[src/rtl/i2c_slave_regif.sv]
// I2C target answering a 7-bit address and exposing an 8-bit register space.
// Writes carry a register pointer, then data bytes; reads stream bytes from the pointer.
module i2c_slave_regif #(
    parameter logic [6:0] SLAVE_ADDR  = 7'h50,
    parameter int         SYNC_STAGES = 2
) (
    input  logic       clk,
    input  logic       rst,
    input  logic       scl_i,
    input  logic       sda_i,
    output logic       sda_t,
    output logic [7:0] reg_addr,
    output logic [7:0] reg_wdata,
    output logic       reg_we,
    input  logic [7:0] reg_rdata,
    output logic       busy,
    output logic       rd_done
);

    localparam int SYNC_N = (SYNC_STAGES < 2) ? 2 : SYNC_STAGES;

    typedef enum logic [3:0] {
        IDLE,
        ADDR,
        ADDR_ACK,
        PTR,
        PTR_ACK,
        WDATA,
        WDATA_ACK,
        RDATA,
        RDATA_ACK,
        WAIT_STOP
    } state_t;

    logic [SYNC_N-1:0] scl_sync_r;
    logic [SYNC_N-1:0] sda_sync_r;
    logic              scl_d_r;
    logic              sda_d_r;

    logic scl_s;
    logic sda_s;
    logic scl_rise_s;
    logic scl_fall_s;
    logic start_s;
    logic stop_s;

    state_t     state_r;
    state_t     state_s;
    logic [3:0] bit_cnt_r;
    logic [3:0] bit_cnt_s;
    logic [7:0] shift_r;
    logic [7:0] shift_s;
    logic       sda_t_r;
    logic       sda_t_s;
    logic [7:0] reg_addr_r;
    logic [7:0] reg_addr_s;
    logic [7:0] reg_wdata_r;
    logic [7:0] reg_wdata_s;
    logic       reg_we_r;
    logic       reg_we_s;
    logic       busy_r;
    logic       busy_s;
    logic       rd_done_r;
    logic       rd_done_s;
    logic       inc_r;
    logic       inc_s;
    logic       mack_r;
    logic       mack_s;

    // Bus input synchronizers plus one delayed copy for edge detection.
    always_ff @(posedge clk) begin
        if (!rst) begin
            scl_sync_r <= {SYNC_N{1'b1}};
            sda_sync_r <= {SYNC_N{1'b1}};
            scl_d_r    <= 1'b1;
            sda_d_r    <= 1'b1;
        end else begin
            scl_sync_r <= {scl_sync_r[SYNC_N-2:0], scl_i};
            sda_sync_r <= {sda_sync_r[SYNC_N-2:0], sda_i};
            scl_d_r    <= scl_sync_r[SYNC_N-1];
            sda_d_r    <= sda_sync_r[SYNC_N-1];
        end
    end

    assign scl_s      = scl_sync_r[SYNC_N-1];
    assign sda_s      = sda_sync_r[SYNC_N-1];
    assign scl_rise_s = scl_s & ~scl_d_r;
    assign scl_fall_s = ~scl_s & scl_d_r;
    // SCL must be high on both samples so an SCL edge never masquerades as START/STOP.
    assign start_s    = scl_s & scl_d_r & ~sda_s & sda_d_r;
    assign stop_s     = scl_s & scl_d_r & sda_s & ~sda_d_r;

    // FSM state and all registered outputs.
    always_ff @(posedge clk) begin
        if (!rst) begin
            state_r     <= IDLE;
            bit_cnt_r   <= 4'd0;
            shift_r     <= 8'h00;
            sda_t_r     <= 1'b1;
            reg_addr_r  <= 8'h00;
            reg_wdata_r <= 8'h00;
            reg_we_r    <= 1'b0;
            busy_r      <= 1'b0;
            rd_done_r   <= 1'b0;
            inc_r       <= 1'b0;
            mack_r      <= 1'b0;
        end else begin
            state_r     <= state_s;
            bit_cnt_r   <= bit_cnt_s;
            shift_r     <= shift_s;
            sda_t_r     <= sda_t_s;
            reg_addr_r  <= reg_addr_s;
            reg_wdata_r <= reg_wdata_s;
            reg_we_r    <= reg_we_s;
            busy_r      <= busy_s;
            rd_done_r   <= rd_done_s;
            inc_r       <= inc_s;
            mack_r      <= mack_s;
        end
    end

    // Next-state and next-output logic; bus conditions outrank bit handling.
    always_comb begin
        state_s     = state_r;
        bit_cnt_s   = bit_cnt_r;
        shift_s     = shift_r;
        sda_t_s     = sda_t_r;
        reg_addr_s  = reg_addr_r;
        reg_wdata_s = reg_wdata_r;
        reg_we_s    = 1'b0;
        busy_s      = busy_r;
        rd_done_s   = 1'b0;
        inc_s       = 1'b0;
        mack_s      = mack_r;

        // Pointer bump one clk after a write strobe.
        if (inc_r) begin
            reg_addr_s = reg_addr_r + 8'd1;
        end else begin
            reg_addr_s = reg_addr_r;
        end

        if (stop_s) begin
            state_s   = IDLE;
            sda_t_s   = 1'b1;
            busy_s    = 1'b0;
            bit_cnt_s = 4'd0;
        end else if (start_s) begin
            state_s   = ADDR;
            sda_t_s   = 1'b1;
            bit_cnt_s = 4'd0;
        end else begin
            case (state_r)
                IDLE: begin
                    sda_t_s = 1'b1;
                end
                ADDR, PTR, WDATA: begin
                    if (scl_rise_s && (bit_cnt_r < 4'd8)) begin
                        shift_s   = {shift_r[6:0], sda_s};
                        bit_cnt_s = bit_cnt_r + 4'd1;
                    end else if (scl_fall_s && (bit_cnt_r == 4'd8)) begin
                        if (state_r == PTR) begin
                            sda_t_s    = 1'b0;
                            reg_addr_s = shift_r;
                            state_s    = PTR_ACK;
                        end else if (state_r == WDATA) begin
                            sda_t_s = 1'b0;
                            state_s = WDATA_ACK;
                        end else if (shift_r[7:1] == SLAVE_ADDR) begin
                            sda_t_s = 1'b0;
                            busy_s  = 1'b1;
                            state_s = ADDR_ACK;
                        end else begin
                            sda_t_s = 1'b1;
                            state_s = WAIT_STOP;
                        end
                    end else begin
                        bit_cnt_s = bit_cnt_r;
                    end
                end
                ADDR_ACK: begin
                    if (scl_fall_s) begin
                        bit_cnt_s = 4'd0;
                        if (shift_r[0]) begin
                            shift_s = reg_rdata;
                            sda_t_s = reg_rdata[7];
                            state_s = RDATA;
                        end else begin
                            sda_t_s = 1'b1;
                            state_s = PTR;
                        end
                    end else begin
                        state_s = ADDR_ACK;
                    end
                end
                PTR_ACK: begin
                    if (scl_fall_s) begin
                        sda_t_s   = 1'b1;
                        bit_cnt_s = 4'd0;
                        state_s   = WDATA;
                    end else begin
                        state_s = PTR_ACK;
                    end
                end
                WDATA_ACK: begin
                    if (scl_rise_s) begin
                        reg_we_s    = 1'b1;
                        reg_wdata_s = shift_r;
                        inc_s       = 1'b1;
                    end else if (scl_fall_s) begin
                        sda_t_s   = 1'b1;
                        bit_cnt_s = 4'd0;
                        state_s   = WDATA;
                    end else begin
                        state_s = WDATA_ACK;
                    end
                end
                RDATA: begin
                    if (scl_rise_s && (bit_cnt_r < 4'd8)) begin
                        bit_cnt_s = bit_cnt_r + 4'd1;
                    end else if (scl_fall_s) begin
                        if (bit_cnt_r == 4'd8) begin
                            sda_t_s = 1'b1;
                            mack_s  = 1'b0;
                            state_s = RDATA_ACK;
                        end else begin
                            shift_s = {shift_r[6:0], 1'b0};
                            sda_t_s = shift_r[6];
                        end
                    end else begin
                        bit_cnt_s = bit_cnt_r;
                    end
                end
                RDATA_ACK: begin
                    if (scl_rise_s) begin
                        if (!sda_s) begin
                            mack_s     = 1'b1;
                            reg_addr_s = reg_addr_r + 8'd1;
                        end else begin
                            rd_done_s = 1'b1;
                            busy_s    = 1'b0;
                            state_s   = WAIT_STOP;
                        end
                    end else if (scl_fall_s && mack_r) begin
                        shift_s   = reg_rdata;
                        sda_t_s   = reg_rdata[7];
                        bit_cnt_s = 4'd0;
                        mack_s    = 1'b0;
                        state_s   = RDATA;
                    end else begin
                        state_s = RDATA_ACK;
                    end
                end
                WAIT_STOP: begin
                    sda_t_s = 1'b1;
                end
                default: begin
                    sda_t_s = 1'b1;
                    state_s = IDLE;
                end
            endcase
        end
    end

    assign sda_t     = sda_t_r;
    assign reg_addr  = reg_addr_r;
    assign reg_wdata = reg_wdata_r;
    assign reg_we    = reg_we_r;
    assign busy      = busy_r;
    assign rd_done   = rd_done_r;

endmodule
[config.mk]
export PLATFORM = sky130hd
export DESIGN_NAME = i2c_slave_regif
export DESIGN_NICKNAME = d
export VERILOG_FILES = /design/src/rtl/i2c_slave_regif.sv
export SDC_FILE = /design/constraint.sdc
export NUM_CORES = 1
export LEC_CHECK = 0
export ABC_CLOCK_PERIOD_IN_PS = 1800
export BUFFER_PORTS_ARGS = -buffer_cell sky130_fd_sc_hd__buf_2
export CAP_MARGIN = 40
export CORE_MARGIN = 5
export CORE_UTILIZATION = 42
export DETAILED_ROUTE_END_ITERATION = 10
export RECOVER_POWER = 25
export REMOVE_ABC_BUFFERS = 1
export SKIP_LAST_GASP = 1
export SYNTH_ARGS = -nofsm -noshare
export SYNTH_HDL_FRONTEND = slang
export SYNTH_SLANG_ARGS = --single-unit
[constraint.sdc]
create_clock -name clk -period 1.8 [get_ports clk]
set_clock_uncertainty 0.05 [all_clocks]
set_input_delay 0 -clock clk [delete_from_list [all_inputs] [get_ports clk]]
set_output_delay 0 -clock clk [all_outputs]
set_load 0.02 [all_outputs]
==> impl_metrics.csv <==
group,metric,value,unit
power,power_report.internal_total,1.325,mW
critical_path,critical_path.top_delay_family,"simple AND/OR/NAND/NOR gates",
synth,syn_inst,329,
final_layout,mostFrequentLayoutCells,"sky130_fd_sc_hd__buf_4, sky130_fd_sc_hd__nand2_1, sky130_fd_sc_hd__dfxtp_1",
floorplan,core_area,0.005991,mm2
power,power.ir.vdd_worst,0.0003572,V
drt,via_count,3053,
drt,antenna_left,0,
clock_network,clk-insertion-delay-late,300,ps
critical_path,critical_path.startpoint_type,"flip-flop",
global_routing,grt_pass1_vias,2906,
clock_network,clock_tree_from_tritoncts,"done",
sta,worst-slew-pin-transition,661.8,ps
power,p_per_area,437.9,mW/mm2
drt,vias_per_cell,5.654,
synth,synth_simple_gate_area_share,26.55,%
floorplan,die_width,88.98,um
status,violations_in_the_final_reports,"negative setup slack",
global_routing,global_route.overflow_total,0,
global_routing,grt_most_used_layer,"met2",
critical_path,worst-path-stages,6,
synth,synth.yosys.seq_area_share,32.86,%
sta,slew_violations,0,
clock_network,tritoncts.num_buffers,5,
placement,gp_congestion,0.9066,
final_layout,design.final.nets,479,
synth,synth.distinct_cells,60,
global_routing,number_of_antenna_violations_at_the_first_check_in_global_routing,0,
critical_path,cp_num_buf_inv,1,
critical_path,critPathMaxFanout,5,
synth,post-synth-top-area-fraction,32.86,%
sta,layout_worst_path_cycle_share,110.4,%
global_routing,grtUsageMet2,37.31,%
drt,drt_drc_violations_left,0,
sta,max_clock_freq,0.5034,GHz
placement,postPlaceCellArea,0.003473,mm2
critical_path,timing.critical_path.to,"sda_t$_SDFFE_PP1P_",
placement,post-dp-hpwl,6228,um
clock_network,cts_htree_levels,2,
clock_network,clk_path_buf_depth,2,
global_routing,globalRouteTotalUtil,23.00,%
critical_path,r2r_start,"state_r[2]$_SDFFE_PP0P_",
global_routing,grt_start_max_net_pins,20,
critical_path,cpMaxStageDelayCell,"sky130_fd_sc_hd__or4b_4",
final_layout,antenna_diode_count,0,
global_routing,grt_pass1_wl,14360,um
drt,initialDrtViolationCount,312,
placement,post-place-cells,505,
power,switching_power,474.6,uW
synth,synth_xor_area_share,5.683,%
critical_path,timing.critical_path.to_type,"flip-flop",
drt,route.final.wire_length,8948,um
clock_network,clkSlewWorstSetupHoldPaths,90,ps
synth,syn_area,0.002620,mm2
drt,firstDrtPassIters,5,
floorplan,std_cell_rows,28,
power,p_seq_share,53.3,%
final_layout,fraction_of_final_layout_cells_with_drive_strength_greater_than_1,44.52,%
synth,async_s_r_ff_share_synth,0,%
synth,muxShareOfSynthArea,2.818,%
final_layout,layout.area.seq,885.9,um2
critical_path,cp.arrival,2120,ps
floorplan,die-area,0.007917,mm2
floorplan,boundaryPins,32,
final_layout,stdcell_area,0.004110,mm2
synth,area_fraction_in_compound_gates_after_synthesis,25.88,%
status,outcome,"finished with violations",
sta,timing.final.ws_setup,-186.5,ps
sta,setup_viol_count_final,15,
power,power.share.combinational,11.4,%
synth,number_of_enable_flip_flop_cells_after_synthesis,0,
final_layout,nFillCells,491,
critical_path,timing.critical_path.cells,"or4b_4 > buf_4 > nor2_1 > o21ai_0 > a2111oi_1 > a21oi_1",
global_routing,grt_use_met1,31.43,%
critical_path,reg2regPathDepth,6,
critical_path,setup.reg_to_reg.worst_slack,-190,ps
synth,largest_family_of_logic_cells_by_synthesized_area,"simple AND/OR/NAND/NOR gates",
final_layout,layout_commonest_cell,"sky130_fd_sc_hd__buf_4",
synth,dominant_synthesized_flop_cell,"sky130_fd_sc_hd__dfxtp_1",
synth,synth.ff_latch_count,43,
sta,worst_slew_margin_rel,55.88,%
critical_path,critical_setup_path_class,"flip-flop to flip-flop",
critical_path,worstReg2RegEnd,"sda_t$_SDFFE_PP1P_",
sta,layout_min_cycle_time,1986,ps
critical_path,critical_path_required,1930,ps
clock_network,root_buffer,"sky130_fd_sc_hd__clkbuf_8",
drt,avgRoutedWirePerCell,16.57,um
final_layout,layout.cells.non_filler,540,
synth,synth.yosys.warnings,0,
synth,postSynthAreaPerCell,7.964,um2
clock_network,cts_sinks,43,
power,total_leakage_power,1.661,nW
floorplan,initial_core_util,43.73,%
final_layout,multi_input_area,0.001891,mm2
synth,netlist_top_cells_area,"sky130_fd_sc_hd__dfxtp_1, sky130_fd_sc_hd__a21oi_1, sky130_fd_sc_hd__nand2_1",
sta,rsz0062_at_grt,"yes",
floorplan,die_h,88.98,um
sta,timing.final.hold_violations,0,
critical_path,max_incr_delay_on_cp,610,ps
final_layout,area.growth.synth_to_final,56.88,%
synth,synthDominantAreaCellType,"sky130_fd_sc_hd__dfxtp_1",
min_path,hold_class,"input pin to flip-flop",
power,pwr-share-clk,35.3,%
job,maxCapViolCount,0,
global_routing,grtUsageMet3,3.502,%
synth,synth_area_in_adders,1.433,%
power,netSwitchingFraction,26.37,%
placement,placement.io_buffers,31,
critical_path,worst_setup_path_startpoint,"state_r[2]$_SDFFE_PP0P_",
==> through the flow <==
stage / setup slack, ps / power (mW) / utilization, % / TNS [ps] / hold WS (ps)
2_1_floorplan: -208.8 / 1.052 / - / -3914 / 23.04
3_3_place_gp: -388.4 / 1.152 / 57.98 / -3886 / 130.1
3_5_place_dp: -317.6 / 1.152 / 57.98 / -3770 / 138.7
4_1_cts: -140.8 / 1.793 / 64.08 / -487.0 / 6.557
5_1_grt: -249.1 / 1.879 / 68.61 / -3026 / 72.55
6_report: -186.5 / 1.800 / 68.61 / -1295 / 38.79
==> layer usage <==
| layer | wire length [um] | share of wire, % |
|---|---|---|
| met5 | 0 | 0 |
| met4 | 232 | 2.6 |
| met1 | 4085 | 46 |
| met2 | 4266 | 48 |
| met3 | 364 | 4.1 |
==> what timing repair did <==
item	4_1_cts	5_1_grt
pin swaps	28	31
endpoints found under the hold margin	6	0
gates resized for setup	43	56
hold buffers	5	0
gates cloned	1	0
buffers inserted	12	11
endpoints found under the setup margin	26	26
==> Yosys cell counts, types with 2 or more instances <==
master,count
sky130_fd_sc_hd__nor3_1,4
sky130_fd_sc_hd__nand2_1,34
sky130_fd_sc_hd__o211ai_1,2
sky130_fd_sc_hd__nand3_1,7
sky130_fd_sc_hd__o2111ai_1,2
sky130_fd_sc_hd__or3_1,9
sky130_fd_sc_hd__nand2b_1,14
sky130_fd_sc_hd__nand4_1,4
sky130_fd_sc_hd__a22o_1,2
sky130_fd_sc_hd__mux2i_1,4
sky130_fd_sc_hd__mux2_2,3
sky130_fd_sc_hd__inv_1,7
sky130_fd_sc_hd__a21oi_1,30
sky130_fd_sc_hd__xnor2_1,9
sky130_fd_sc_hd__buf_2,10
sky130_fd_sc_hd__a221oi_1,3
sky130_fd_sc_hd__or2_1,2
sky130_fd_sc_hd__clkbuf_1,11
sky130_fd_sc_hd__and2_1,2
sky130_fd_sc_hd__ha_1,3
sky130_fd_sc_hd__o21a_1,4
sky130_fd_sc_hd__a31oi_1,5
sky130_fd_sc_hd__a22oi_1,10
sky130_fd_sc_hd__a32oi_1,2
sky130_fd_sc_hd__dfxtp_1,43
sky130_fd_sc_hd__nor2b_1,3
sky130_fd_sc_hd__nor3b_1,3
sky130_fd_sc_hd__a311oi_1,2
sky130_fd_sc_hd__xor2_1,8
sky130_fd_sc_hd__nor2_1,23
sky130_fd_sc_hd__o21ai_0,20
sky130_fd_sc_hd__a222oi_1,4
sky130_fd_sc_hd__nand3b_1,5
sky130_fd_sc_hd__and3_1,3
sky130_fd_sc_hd__o22ai_1,7
==> kinds of logic (layout without fill, tap and decap cells) <==
| kind of cell | count (synthesis) | count (layout) |
|---|---|---|
| mux | 7 | 7 |
| compound gates | 104 | 104 |
| flops | 43 | 43 |
| buf+inv | 29 | 165 |
| simple gates | 126 | 126 |
| fa+ha+maj | 3 | 3 |
| xor+xnor | 17 | 17 |
==> how the worst min path moves through the flow <==
stage	start	to	slack [ps]	cells after the start
floorplan	rst	scl_sync_r[1]$_SDFF_PN1_	20	1
CTS	reg_rdata[0]	shift_r[0]$_SDFFE_PN0P_	7	4
detailed placement	scl_i	scl_sync_r[0]$_SDFF_PN1_	140	2
finish	reg_rdata[0]	shift_r[0]$_SDFFE_PN0P_	40	4
global route	reg_rdata[0]	shift_r[0]$_SDFFE_PN0P_	70	4
global placement	scl_i	scl_sync_r[0]$_SDFF_PN1_	130	2
==> power groups by stage <==
stage / sequential [mW] / combinational [mW] / clock, mW
3_5_place_dp: 0.987 / 0.165 / 0
3_3_place_gp: 0.987 / 0.165 / 0
6_report: 0.959 / 0.204 / 0.636
4_1_cts: 0.959 / 0.188 / 0.645
5_1_grt: 0.961 / 0.220 / 0.698
2_1_floorplan: 0.991 / 0.0607 / 0
==> worst register-to-register path, cell delays in order (launching register included) <==
cell,delay [ps]
sky130_fd_sc_hd__dfxtp_4,370
sky130_fd_sc_hd__or4b_4,610
sky130_fd_sc_hd__buf_4,170
sky130_fd_sc_hd__nor2_1,80
sky130_fd_sc_hd__o21ai_0,80
sky130_fd_sc_hd__a2111oi_1,410
sky130_fd_sc_hd__a21oi_1,110
==> registers in the layout, summed over array words and instances (netlist names), 2 cells and up <==
| register | count |
|---|---|
| reg_addr | 8 |
| reg_wdata | 8 |
| shift_r | 8 |
| bit_cnt_r | 4 |
| state_r | 4 |
| scl_sync_r | 2 |
| sda_sync_r | 2 |
==> cell type report <==
cell class                 count  area share, %
clock buffer                   6          1.766
clock inverter                 2         0.3044
inverter                       7         0.6393
multi-input combinational    257          46.00
sequential                    43          21.55
tap                           75          2.283
timing repair buffer         150          27.46
(Power assumes the default switching activity.)
